File: src/rtl/obuf_drain_if.sv
`default_nettype none
// +--------------------------------------------------------------------------+
// | obuf_drain_if : output-buffer read port and result-stream bundle          |
// | Revision 1.0                                                              |
// +--------------------------------------------------------------------------+
interface obuf_drain_if #(
  parameter int DATA_WIDTH = 8
);
  logic                      obf0_empty, obf1_empty, obf2_empty;
  logic                      obf0_err, obf1_err, obf2_err;
  logic [2*DATA_WIDTH-1:0]   obf0_out, obf1_out, obf2_out;
  logic                      obf0_rd_en, obf1_rd_en, obf2_rd_en;
  logic                      m_valid;
  logic                      m_ready;
  logic [2*DATA_WIDTH-1:0]   m_data;
  logic [1:0]                m_chan;
  logic                      m_last;
`ifdef OBUF_DRAIN_PARITY_EN
  logic                      m_parity;
`endif

  modport master (
`ifdef OBUF_DRAIN_PARITY_EN
    output m_parity,
`endif
    input  obf0_empty, obf1_empty, obf2_empty,
    input  obf0_err, obf1_err, obf2_err,
    input  obf0_out, obf1_out, obf2_out,
    output obf0_rd_en, obf1_rd_en, obf2_rd_en,
    output m_valid, m_data, m_chan, m_last,
    input  m_ready
  );

  modport slave (
`ifdef OBUF_DRAIN_PARITY_EN
    input  m_parity,
`endif
    output obf0_empty, obf1_empty, obf2_empty,
    output obf0_err, obf1_err, obf2_err,
    output obf0_out, obf1_out, obf2_out,
    input  obf0_rd_en, obf1_rd_en, obf2_rd_en,
    input  m_valid, m_data, m_chan, m_last,
    output m_ready
  );
endinterface
`default_nettype wire

File: src/rtl/obuf_drain.sv
`default_nettype none
// +--------------------------------------------------------------------------+
// | obuf_drain : round-robin read controller merging obf0..2 into one stream  |
// | Option macro: OBUF_DRAIN_PARITY_EN adds m_parity (even parity of m_data)  |
// | Revision 1.0                                                              |
// +--------------------------------------------------------------------------+
module obuf_drain #(
  parameter int DATA_WIDTH = 8,
  parameter int FRAME_LEN  = 16,
  parameter int CNT_W      = 8
) (
  input  wire logic       clk,
  input  wire logic       rst,
  input  wire logic       en,
  input  wire logic       clr_err,
  output logic [2:0]      err_flags,
  output logic            busy,
  obuf_drain_if.master    bus
);

  localparam int               RW       = 2 * DATA_WIDTH;
  localparam logic [CNT_W-1:0] LAST_CNT = CNT_W'(FRAME_LEN - 1);

  typedef enum logic [1:0] {
    S_IDLE = 2'd0,
    S_READ = 2'd1,
    S_WAIT = 2'd2,
    S_OUT  = 2'd3
  } state_t;

  state_t            state_q, state_d;
  logic [2:0]        empty_v, err_v;
  logic [2:0]        rd_en_q;
  logic [1:0]        sel_q, last_served_q, pick_ch, cand;
  logic [RW-1:0]     rd_data, m_data_q;
  logic [1:0]        m_chan_q;
  logic              m_valid_q, m_last_q;
  logic [CNT_W-1:0]  cnt_q [3];
  logic              start, capture, accept;

  assign empty_v = {bus.obf2_empty, bus.obf1_empty, bus.obf0_empty};
  assign err_v   = {bus.obf2_err, bus.obf1_err, bus.obf0_err};

  assign bus.obf0_rd_en = rd_en_q[0];
  assign bus.obf1_rd_en = rd_en_q[1];
  assign bus.obf2_rd_en = rd_en_q[2];
  assign bus.m_valid    = m_valid_q;
  assign bus.m_data     = m_data_q;
  assign bus.m_chan     = m_chan_q;
  assign bus.m_last     = m_last_q;
  assign busy           = (state_q != S_IDLE) || m_valid_q;

  // Search order last+1, last+2, last+0; iterate backwards so the nearest wins.
  always_comb begin
    pick_ch = 2'd0;
    cand    = 2'd0;
    for (int k = 3; k >= 1; k--) begin
      cand = 2'((int'(last_served_q) + k) % 3);
      if (!empty_v[cand]) pick_ch = cand;
    end
  end

  always_comb begin
    rd_data = bus.obf0_out;
    case (sel_q)
      2'd1:    rd_data = bus.obf1_out;
      2'd2:    rd_data = bus.obf2_out;
      default: rd_data = bus.obf0_out;
    endcase
  end

  always_ff @(posedge clk or posedge rst) begin
    if (rst) state_q <= S_IDLE;
    else     state_q <= state_d;
  end

  always_comb begin
    state_d = state_q;
    start   = 1'b0;
    capture = 1'b0;
    accept  = 1'b0;
    case (state_q)
      S_IDLE: begin
        if (en && (empty_v != 3'b111)) begin
          start   = 1'b1;
          state_d = S_READ;
        end
      end
      S_READ: state_d = S_WAIT;
      S_WAIT: begin
        capture = 1'b1;
        state_d = S_OUT;
      end
      S_OUT: begin
        if (m_valid_q && bus.m_ready) begin
          accept  = 1'b1;
          state_d = S_IDLE;
        end
      end
      default: state_d = S_IDLE;
    endcase
  end

  always_ff @(posedge clk or posedge rst) begin
    if (rst) begin
      rd_en_q       <= 3'b000;
      sel_q         <= 2'd0;
      last_served_q <= 2'd2;
      m_valid_q     <= 1'b0;
      m_data_q      <= '0;
      m_chan_q      <= 2'd0;
      m_last_q      <= 1'b0;
      err_flags     <= 3'b000;
      for (int i = 0; i < 3; i++) cnt_q[i] <= '0;
    end else begin
      rd_en_q <= 3'b000;
      if (start) begin
        sel_q            <= pick_ch;
        rd_en_q[pick_ch] <= 1'b1;
      end
      if (capture) begin
        m_data_q  <= rd_data;
        m_chan_q  <= sel_q;
        m_last_q  <= (cnt_q[sel_q] == LAST_CNT);
        m_valid_q <= 1'b1;
      end
      if (accept) begin
        m_valid_q     <= 1'b0;
        last_served_q <= sel_q;
        cnt_q[sel_q]  <= (cnt_q[sel_q] == LAST_CNT) ? '0 : cnt_q[sel_q] + CNT_W'(1);
      end
      // A same-cycle error beats the clear.
      err_flags <= (clr_err ? 3'b000 : err_flags) | err_v;
    end
  end

`ifdef OBUF_DRAIN_PARITY_EN
  logic m_parity_q;
  assign bus.m_parity = m_parity_q;

  always_ff @(posedge clk or posedge rst) begin
    if (rst)          m_parity_q <= 1'b0;
    else if (capture) m_parity_q <= ^rd_data;
  end
`endif

endmodule
`default_nettype wire

File: src/flat_wrapper.sv
// flat-port wrapper written by rule: the top's interface ports become plain ports
module obuf_drain_flat 
#(
  parameter int DATA_WIDTH = 8,
  parameter int FRAME_LEN  = 16,
  parameter int CNT_W      = 8
)
  (clk, rst, en, clr_err, err_flags, busy, bus_obf0_empty, bus_obf1_empty, bus_obf2_empty, bus_obf0_err, bus_obf1_err, bus_obf2_err, bus_obf0_out, bus_obf1_out, bus_obf2_out, bus_obf0_rd_en, bus_obf1_rd_en, bus_obf2_rd_en, bus_m_valid, bus_m_data, bus_m_chan, bus_m_last, bus_m_ready);
  obuf_drain_if #(.DATA_WIDTH(DATA_WIDTH)) bus_i ();
  input  wire logic clk;
  input  wire logic rst;
  input  wire logic en;
  input  wire logic clr_err;
  output logic [2:0] err_flags;
  output logic busy;
  input wire logic [$bits(bus_i.obf0_empty)-1:0] bus_obf0_empty;
  input wire logic [$bits(bus_i.obf1_empty)-1:0] bus_obf1_empty;
  input wire logic [$bits(bus_i.obf2_empty)-1:0] bus_obf2_empty;
  input wire logic [$bits(bus_i.obf0_err)-1:0] bus_obf0_err;
  input wire logic [$bits(bus_i.obf1_err)-1:0] bus_obf1_err;
  input wire logic [$bits(bus_i.obf2_err)-1:0] bus_obf2_err;
  input wire logic [$bits(bus_i.obf0_out)-1:0] bus_obf0_out;
  input wire logic [$bits(bus_i.obf1_out)-1:0] bus_obf1_out;
  input wire logic [$bits(bus_i.obf2_out)-1:0] bus_obf2_out;
  output wire logic [$bits(bus_i.obf0_rd_en)-1:0] bus_obf0_rd_en;
  output wire logic [$bits(bus_i.obf1_rd_en)-1:0] bus_obf1_rd_en;
  output wire logic [$bits(bus_i.obf2_rd_en)-1:0] bus_obf2_rd_en;
  output wire logic [$bits(bus_i.m_valid)-1:0] bus_m_valid;
  output wire logic [$bits(bus_i.m_data)-1:0] bus_m_data;
  output wire logic [$bits(bus_i.m_chan)-1:0] bus_m_chan;
  output wire logic [$bits(bus_i.m_last)-1:0] bus_m_last;
  input wire logic [$bits(bus_i.m_ready)-1:0] bus_m_ready;
  assign bus_i.obf0_empty = bus_obf0_empty;
  assign bus_i.obf1_empty = bus_obf1_empty;
  assign bus_i.obf2_empty = bus_obf2_empty;
  assign bus_i.obf0_err = bus_obf0_err;
  assign bus_i.obf1_err = bus_obf1_err;
  assign bus_i.obf2_err = bus_obf2_err;
  assign bus_i.obf0_out = bus_obf0_out;
  assign bus_i.obf1_out = bus_obf1_out;
  assign bus_i.obf2_out = bus_obf2_out;
  assign bus_obf0_rd_en = bus_i.obf0_rd_en;
  assign bus_obf1_rd_en = bus_i.obf1_rd_en;
  assign bus_obf2_rd_en = bus_i.obf2_rd_en;
  assign bus_m_valid = bus_i.m_valid;
  assign bus_m_data = bus_i.m_data;
  assign bus_m_chan = bus_i.m_chan;
  assign bus_m_last = bus_i.m_last;
  assign bus_i.m_ready = bus_m_ready;
  obuf_drain #(.DATA_WIDTH(DATA_WIDTH), .FRAME_LEN(FRAME_LEN), .CNT_W(CNT_W)) u_core (.clk(clk), .rst(rst), .en(en), .clr_err(clr_err), .err_flags(err_flags), .busy(busy), .bus(bus_i));
endmodule
File: config.mk
export PLATFORM = sky130hd
export DESIGN_NAME = obuf_drain_flat
export DESIGN_NICKNAME = d
export VERILOG_FILES = /design/src/rtl/obuf_drain_if.sv /design/src/rtl/obuf_drain.sv /design/src/flat_wrapper.sv
export SDC_FILE = /design/constraint.sdc
export NUM_CORES = 1
export LEC_CHECK = 0
export ABC_AREA = 1
export BUFFER_PORTS_ARGS = -buffer_cell sky130_fd_sc_hd__buf_2
export CAP_MARGIN = 10
export CORE_ASPECT_RATIO = 2
export CORE_UTILIZATION = 48
export DETAILED_ROUTE_END_ITERATION = 10
export GPL_ROUTABILITY_DRIVEN = 0
export PLACE_DENSITY = 0.81
export SLEW_MARGIN = 40
export SYNTH_ARGS = -nofsm -noshare
export SYNTH_HDL_FRONTEND = slang
export SYNTH_SLANG_ARGS = --single-unit
File: constraint.sdc
create_clock -name clk -period 1.9 [get_ports clk]
set_input_delay 0.19 -clock clk [delete_from_list [all_inputs] [get_ports clk]]
set_output_delay 0.19 -clock clk [all_outputs]
set_load 0.05 [all_outputs]
**Word-level counts from Yosys, hierarchy flattened**

Cells that the tools add are included.

- Output and inout bits: 27
- Logic and storage cells: 77
- Register bits: 56

- $lt $le $gt $ge: 7
- Divide/modulo/power cells: 3
- Reduce and logical (&&, ||, !) cells: 9
- Equality and inequality tests: 9
- Mux-type cells: 31
- Bitwise logic cells: 2
- Add/subtract/negate cells: 4

Operators by type and width:

| kind | number |
|---|---|
| remainder unit 32 x 3 -> 32 bit (second input constant) | 3 |
| two-way mux 8 bit | 4 |
| case mux 16 bit (2 select lines) | 1 |
| bitwise mux 24 bit | 1 |
| binary-select mux 8 bit (select 2 bit) | 1 |
| demux 8 bit (select 2 bit) | 1 |
| < comparator 2 x 3 -> 1 bit (second input constant) | 4 |
| two-way mux 1 bit | 11 |
| two-way mux 2 bit | 5 |
| adder 8 x 1 -> 8 bit (second input constant) | 1 |
| equality test 8 x 4 -> 1 bit (second input constant) | 1 |
| case mux 2 bit (4 select lines) | 1 |
| adder 2 x 2 -> 3 bit (second input constant) | 2 |
| binary-select mux 1 bit (select 2 bit) | 3 |
| equality test 2 bit (second input constant) | 3 |
| two-way mux 3 bit | 2 |
| equality test 2 x 1 -> 1 bit (second input constant) | 2 |
| logical AND 1 bit | 4 |
| != test 2 x 1 -> 1 bit (second input constant) | 2 |
| nonzero test 2 bit | 2 |
| adder 2 x 1 -> 3 bit (second input constant) | 1 |
| >= comparator 3 bit (second input constant) | 1 |
| < comparator 3 x 1 -> 1 bit (second input constant) | 1 |
| != test 3 bit (second input constant) | 1 |
| other kinds (7) | 7 |

**Depth between registers and ports, before layout**

- Depth in word-level cells: 12
- Mapped depth: 13

**Least setup slack after synthesis**

Ideal clock, no wire load.

- Kind: register -> register
- From: reg u_core.sel_q[0]
- To: reg u_core.cnt_q[2] (netlist name)
- Stages on the path, launching flop included: 11
- Library setup time: 0.126 ns
- Required time: 1.774 ns
- Path slack: 0.140 ns
- Period minus slack after synthesis: 1.760 ns
- Arrival: 1.634 ns
- Cells stage by stage: dfrtp_1 -> inv_2 -> buf_4 -> ha_1 -> clkbuf_1 -> inv_1 -> nor2_1 -> inv_1 -> buf_4 -> nand2_1 -> o21ai_0

- Word-level cells in the longest chain between the ends: 7
- Elaborated cells on any way between the ends: 13
- Those cells by class: add/sub (1); order compare (2); eq/ne (1); mux (7); bitwise (1); reduce/logical (1)

RTL lines:

| what | line | RTL |
|---|---|---|
| start, declared | obuf_drain.sv:34 | `logic [1:0] sel_q, last_served_q, pick_ch, cand;` |
| start signal, assigned | obuf_drain.sv:118 | `sel_q <= pick_ch;` |
| inverter 2 -> 3 bit * | obuf_drain.sv:130 | `cnt_q[sel_q] <= (cnt_q[sel_q] == LAST_CNT) ? '0 : cnt_q[sel_q] + CNT_W'(1);` |
| binary-select mux 8 bit (select 2 bit) | obuf_drain.sv:130 |  |
| two-way mux 8 bit (implied by the code) (2 in series) | obuf_drain.sv:130 |  |
| adder 8 x 1 -> 8 bit or equality test 8 x 4 -> 1 bit (tied branches) | obuf_drain.sv:130 |  |
| two-way mux 8 bit | obuf_drain.sv:130 |  |
| bitwise mux 24 bit * | obuf_drain.sv:130 |  |
| end signal, assigned by index | obuf_drain.sv:130 |  |
| end, declared | obuf_drain.sv:38 | `logic [CNT_W-1:0] cnt_q [3];` |

Every way passes the cells marked *; elsewhere a longest branch is shown, timed or not. The select of a mux whose other input is x is not followed.
A chain may end at the register's enable or synchronous reset.

**Worst setup path in the final report**

- From: reg u_core.sel_q[0]
- To: reg u_core.cnt_q[22] (netlist name)

The elaborated chain is that of the path after synthesis.

==> results.cfg <==
[critical_path]
crit_type = reg2reg
crit_required_ps = 2090
r2r_setup_slack_ps = 120
crit_path_max_fanout = 11
startpoint_type = flop
cp_slowest_cell = dfrtp_1
reg2reg_from = u_core.sel_q[0]
critPathMostFrequentCell = nand2_1
reg2reg_depth = 12
crit_path_start = u_core.sel_q[0]
crit_chain = buf_4 > nand2_1 > nand3_1 > nand2_2 > ha_1 > inv_1 > nor2_1 > nand3_1 > nand2_1 > nand2_1 > nand2_1 > nand2_1
end_kind = flop
slowest_delay_ps = 410
worstPathArrival_ps = 1980
reg2reg_to = u_core.cnt_q[22]

[synth]
synth_area_leaders = dfrtp_1 (41%), nand2_1 (17%), a21oi_1 (5.2%)
synthMuxAreaShare_pct = 0
seq_area_frac_synth_pct = 42.0
synthXorXnorAreaFrac_pct = 0
synth_compound_area_share_pct = 13.7
synth-simple-area-share_pct = 31.9
syn_area_um2 = 3340
synth_fa_ha_area_share_pct = 3.75
synth-seq-cells = 56
syn_inst = 435
syn_nets = 504
yosysTopAreaCell = dfrtp_1
netlist-cell-type-count = 28
ys_warn_count = 0
synth_top_area_share_pct = 41.2
syn_area_per_cell_um2 = 7.68
synth_top_family_by_area = simple AND/OR/NAND/NOR gates

[power_and_ir_drop]
pwr-share-comb_pct = 58.9
sequentialPowerShare_pct = 26.9
clkPwrFrac_pct = 14.3
power.switching_uw = 3680
p_leak_uw = 0.00213
vdd_drop_max_mv = 0.815
power.density_nw_per_um2 = 1780
p_int_uw = 3580
swShare_pct = 50.7

[layout]
stdcell_count = 611
post-route-util_pct = 61.2
diodes = 0
areaGrowthSynthToFinish_pct = 22.4
final_cell_mix = nand2_1 (149), buf_2 (85), dfrtp_1 (55)
layout_commonest_cell = nand2_1
drive_above_1_share_pct = 30.2
nNetsFinal = 591
fillers = 577

[run_status]
outcome = complete, no violations

[floorplan]
die_area_um2 = 7320
die_h_um = 120
initial_utilization_pct = 50.1
num_rows = 42
io_pins = 86
die_w_um = 61.0
coreArea_um2 = 6670

[global_route]
antenna_found_initial = 0
grt_pass1_vias = 3048
gr-total-overflow = 0
grt_max_degree = 39
track_usage_pct = 24.4
grt_pass1_wl_um = 13300

[min_path]
holdCritPathClass = in2reg
holdPathStages = 2
hold_end = u_core.err_flags[1]
hp-start = bus_obf1_err

[sta]
final.period_utilization_pct = 93.9
max_freq_mhz = 561
finalHoldViolations = 0
tightestPinTransition_ps = 577
tns_ps = 0
fin_hold_ws_ps = 85.8
skew_ps = 3.70
setup_violations = 0
final-max-slew-violation-count = 0
rsz0062_at_grt = no
layout_min_cycle_time_ps = 1780
maxSlewHeadroom_pct = 61.5

[route]
viasPerCell = 5.25
ant_nets = 0
drc = 0
dr_total_vias = 3206
wl_per_cell_um = 13.6
drtPass1Iterations = 4
routed_wl_um = 8300
first_iter_violations = 142

[placement]
numPortBuffers = 85
dp_hpwl_um = 6160
dp_cells = 602

[clock_tree]
cts_tree = done
ctsRootBufferMaster = clkbuf_16
cts_buffers = 5
h-tree-depth = 2
clk-insertion-delay-late_ps = 300
clkTransAtPathRegs_ps = 70
clockBufferDepth = 2
cts.sinks = 56
post_cts_buffers = 0

[flow_run]
maxCapViolations = 0
==> critical path, delay by kind of cell, from the launching register on <==
| family | cells | cell delay [ps] |
|---|---|---|
| buf+inv | 2 | 270 |
| flops | 1 | 410 |
| fa+ha+maj | 1 | 230 |
| simple gates | 9 | 770 |
==> synth_stat cells <==
library cell,count
nand2_4,6
o31ai_1,1
o21ai_2,8
nand4_1,5
nor2_2,1
nand2_1,150
buf_2,3
a21oi_1,35
inv_1,42
nand3_1,23
buf_6,4
clkbuf_1,9
nand3_4,1
o21ai_0,34
or2_2,2
o21bai_1,3
dfrtp_1,55
o211ai_1,1
dfstp_2,1
a31oi_1,1
ha_1,10
inv_2,4
nor2_1,9
nand3_2,9
nand2_2,10
nor2_4,4
buf_4,3
nor2_8,1
==> metrics by stage <==
step | total power (uW) | cell area [um^2] | worst slack (ps)
after floorplan | 5160 | 3340 | 140
after global placement | 5940 | 3880 | 198
after detailed placement | 6090 | 3880 | 124
after CTS | 7180 | 4060 | 100
after global routing | 7830 | 4090 | 4.55
final | 7260 | 4090 | 117
==> cells by family after synthesis <==
kind of cell	after synthesis
compound gates	83
flops	56
simple gates	221
buf+inv	65
fa+ha+maj	10
==> registers in the layout (all words and copies together), names as in the netlist <==
signal,flops
u_core.cnt_q,24
u_core.rd_en_q,3
u_core.bus.m_chan,2
u_core.err_flags,3
u_core.bus.m_last,1
u_core.bus.m_data,16
u_core.last_served_q,2
u_core.bus.m_valid,1
u_core.state_q,2
u_core.sel_q,2
==> layout make-up <==
type	instances	area, um^2	share of cell area [%]
clock buffers	5	125	3.06
clock inverters	3	42.5	1.04
inverters	46	175	4.29
multi-input cells	314	1670	41.0
flip-flops and latches	56	1400	34.3
well taps	88	110	2.69
repair buffers	99	558	13.7
==> power by group through the flow <==
stage          Combinational, uW  Sequential (uW)  Clock (uW)
6_report                    4270             1950        1030
5_1_grt                     4730             2000        1100
4_1_cts                     4190             1930        1060
3_5_place_dp                4150             1940           0
3_3_place_gp                4010             1930           0
2_1_floorplan               2590             2570           0
==> timing repair <==
| item | 4_1_cts | 5_1_grt |
|---|---|---|
| endpoints found under the setup margin | 0 | 8 |
| hold buffers | 1 | 0 |
| resized for setup | 0 | 5 |
| endpoints found under the hold margin | 24 | 0 |
==> per-layer routing <==
metal | vias up | wire (um) | global-route usage (%)
li1 | 1556 | - | -
met2 | 153 | 4540 | 45.5
met3 | 32 | 469 | 4.31
met4 | 0 | 350 | 12.2
met5 | - | 0 | 0
met1 | 1465 | 2940 | 24.1
==> worst max-delay path by stage <==
stage	endpoint	slack, ps	cells after the start
after floorplan	u_core.cnt_q[2]	140	10
final	u_core.cnt_q[22]	120	12
after global placement	u_core.rd_en_q[0]	200	7
after global routing	u_core.rd_en_q[0]	5	9
after detailed placement	u_core.rd_en_q[0]	120	9
after CTS	u_core.rd_en_q[0]	100	9
No activity file was read; power rests on OpenSTA's default activity.
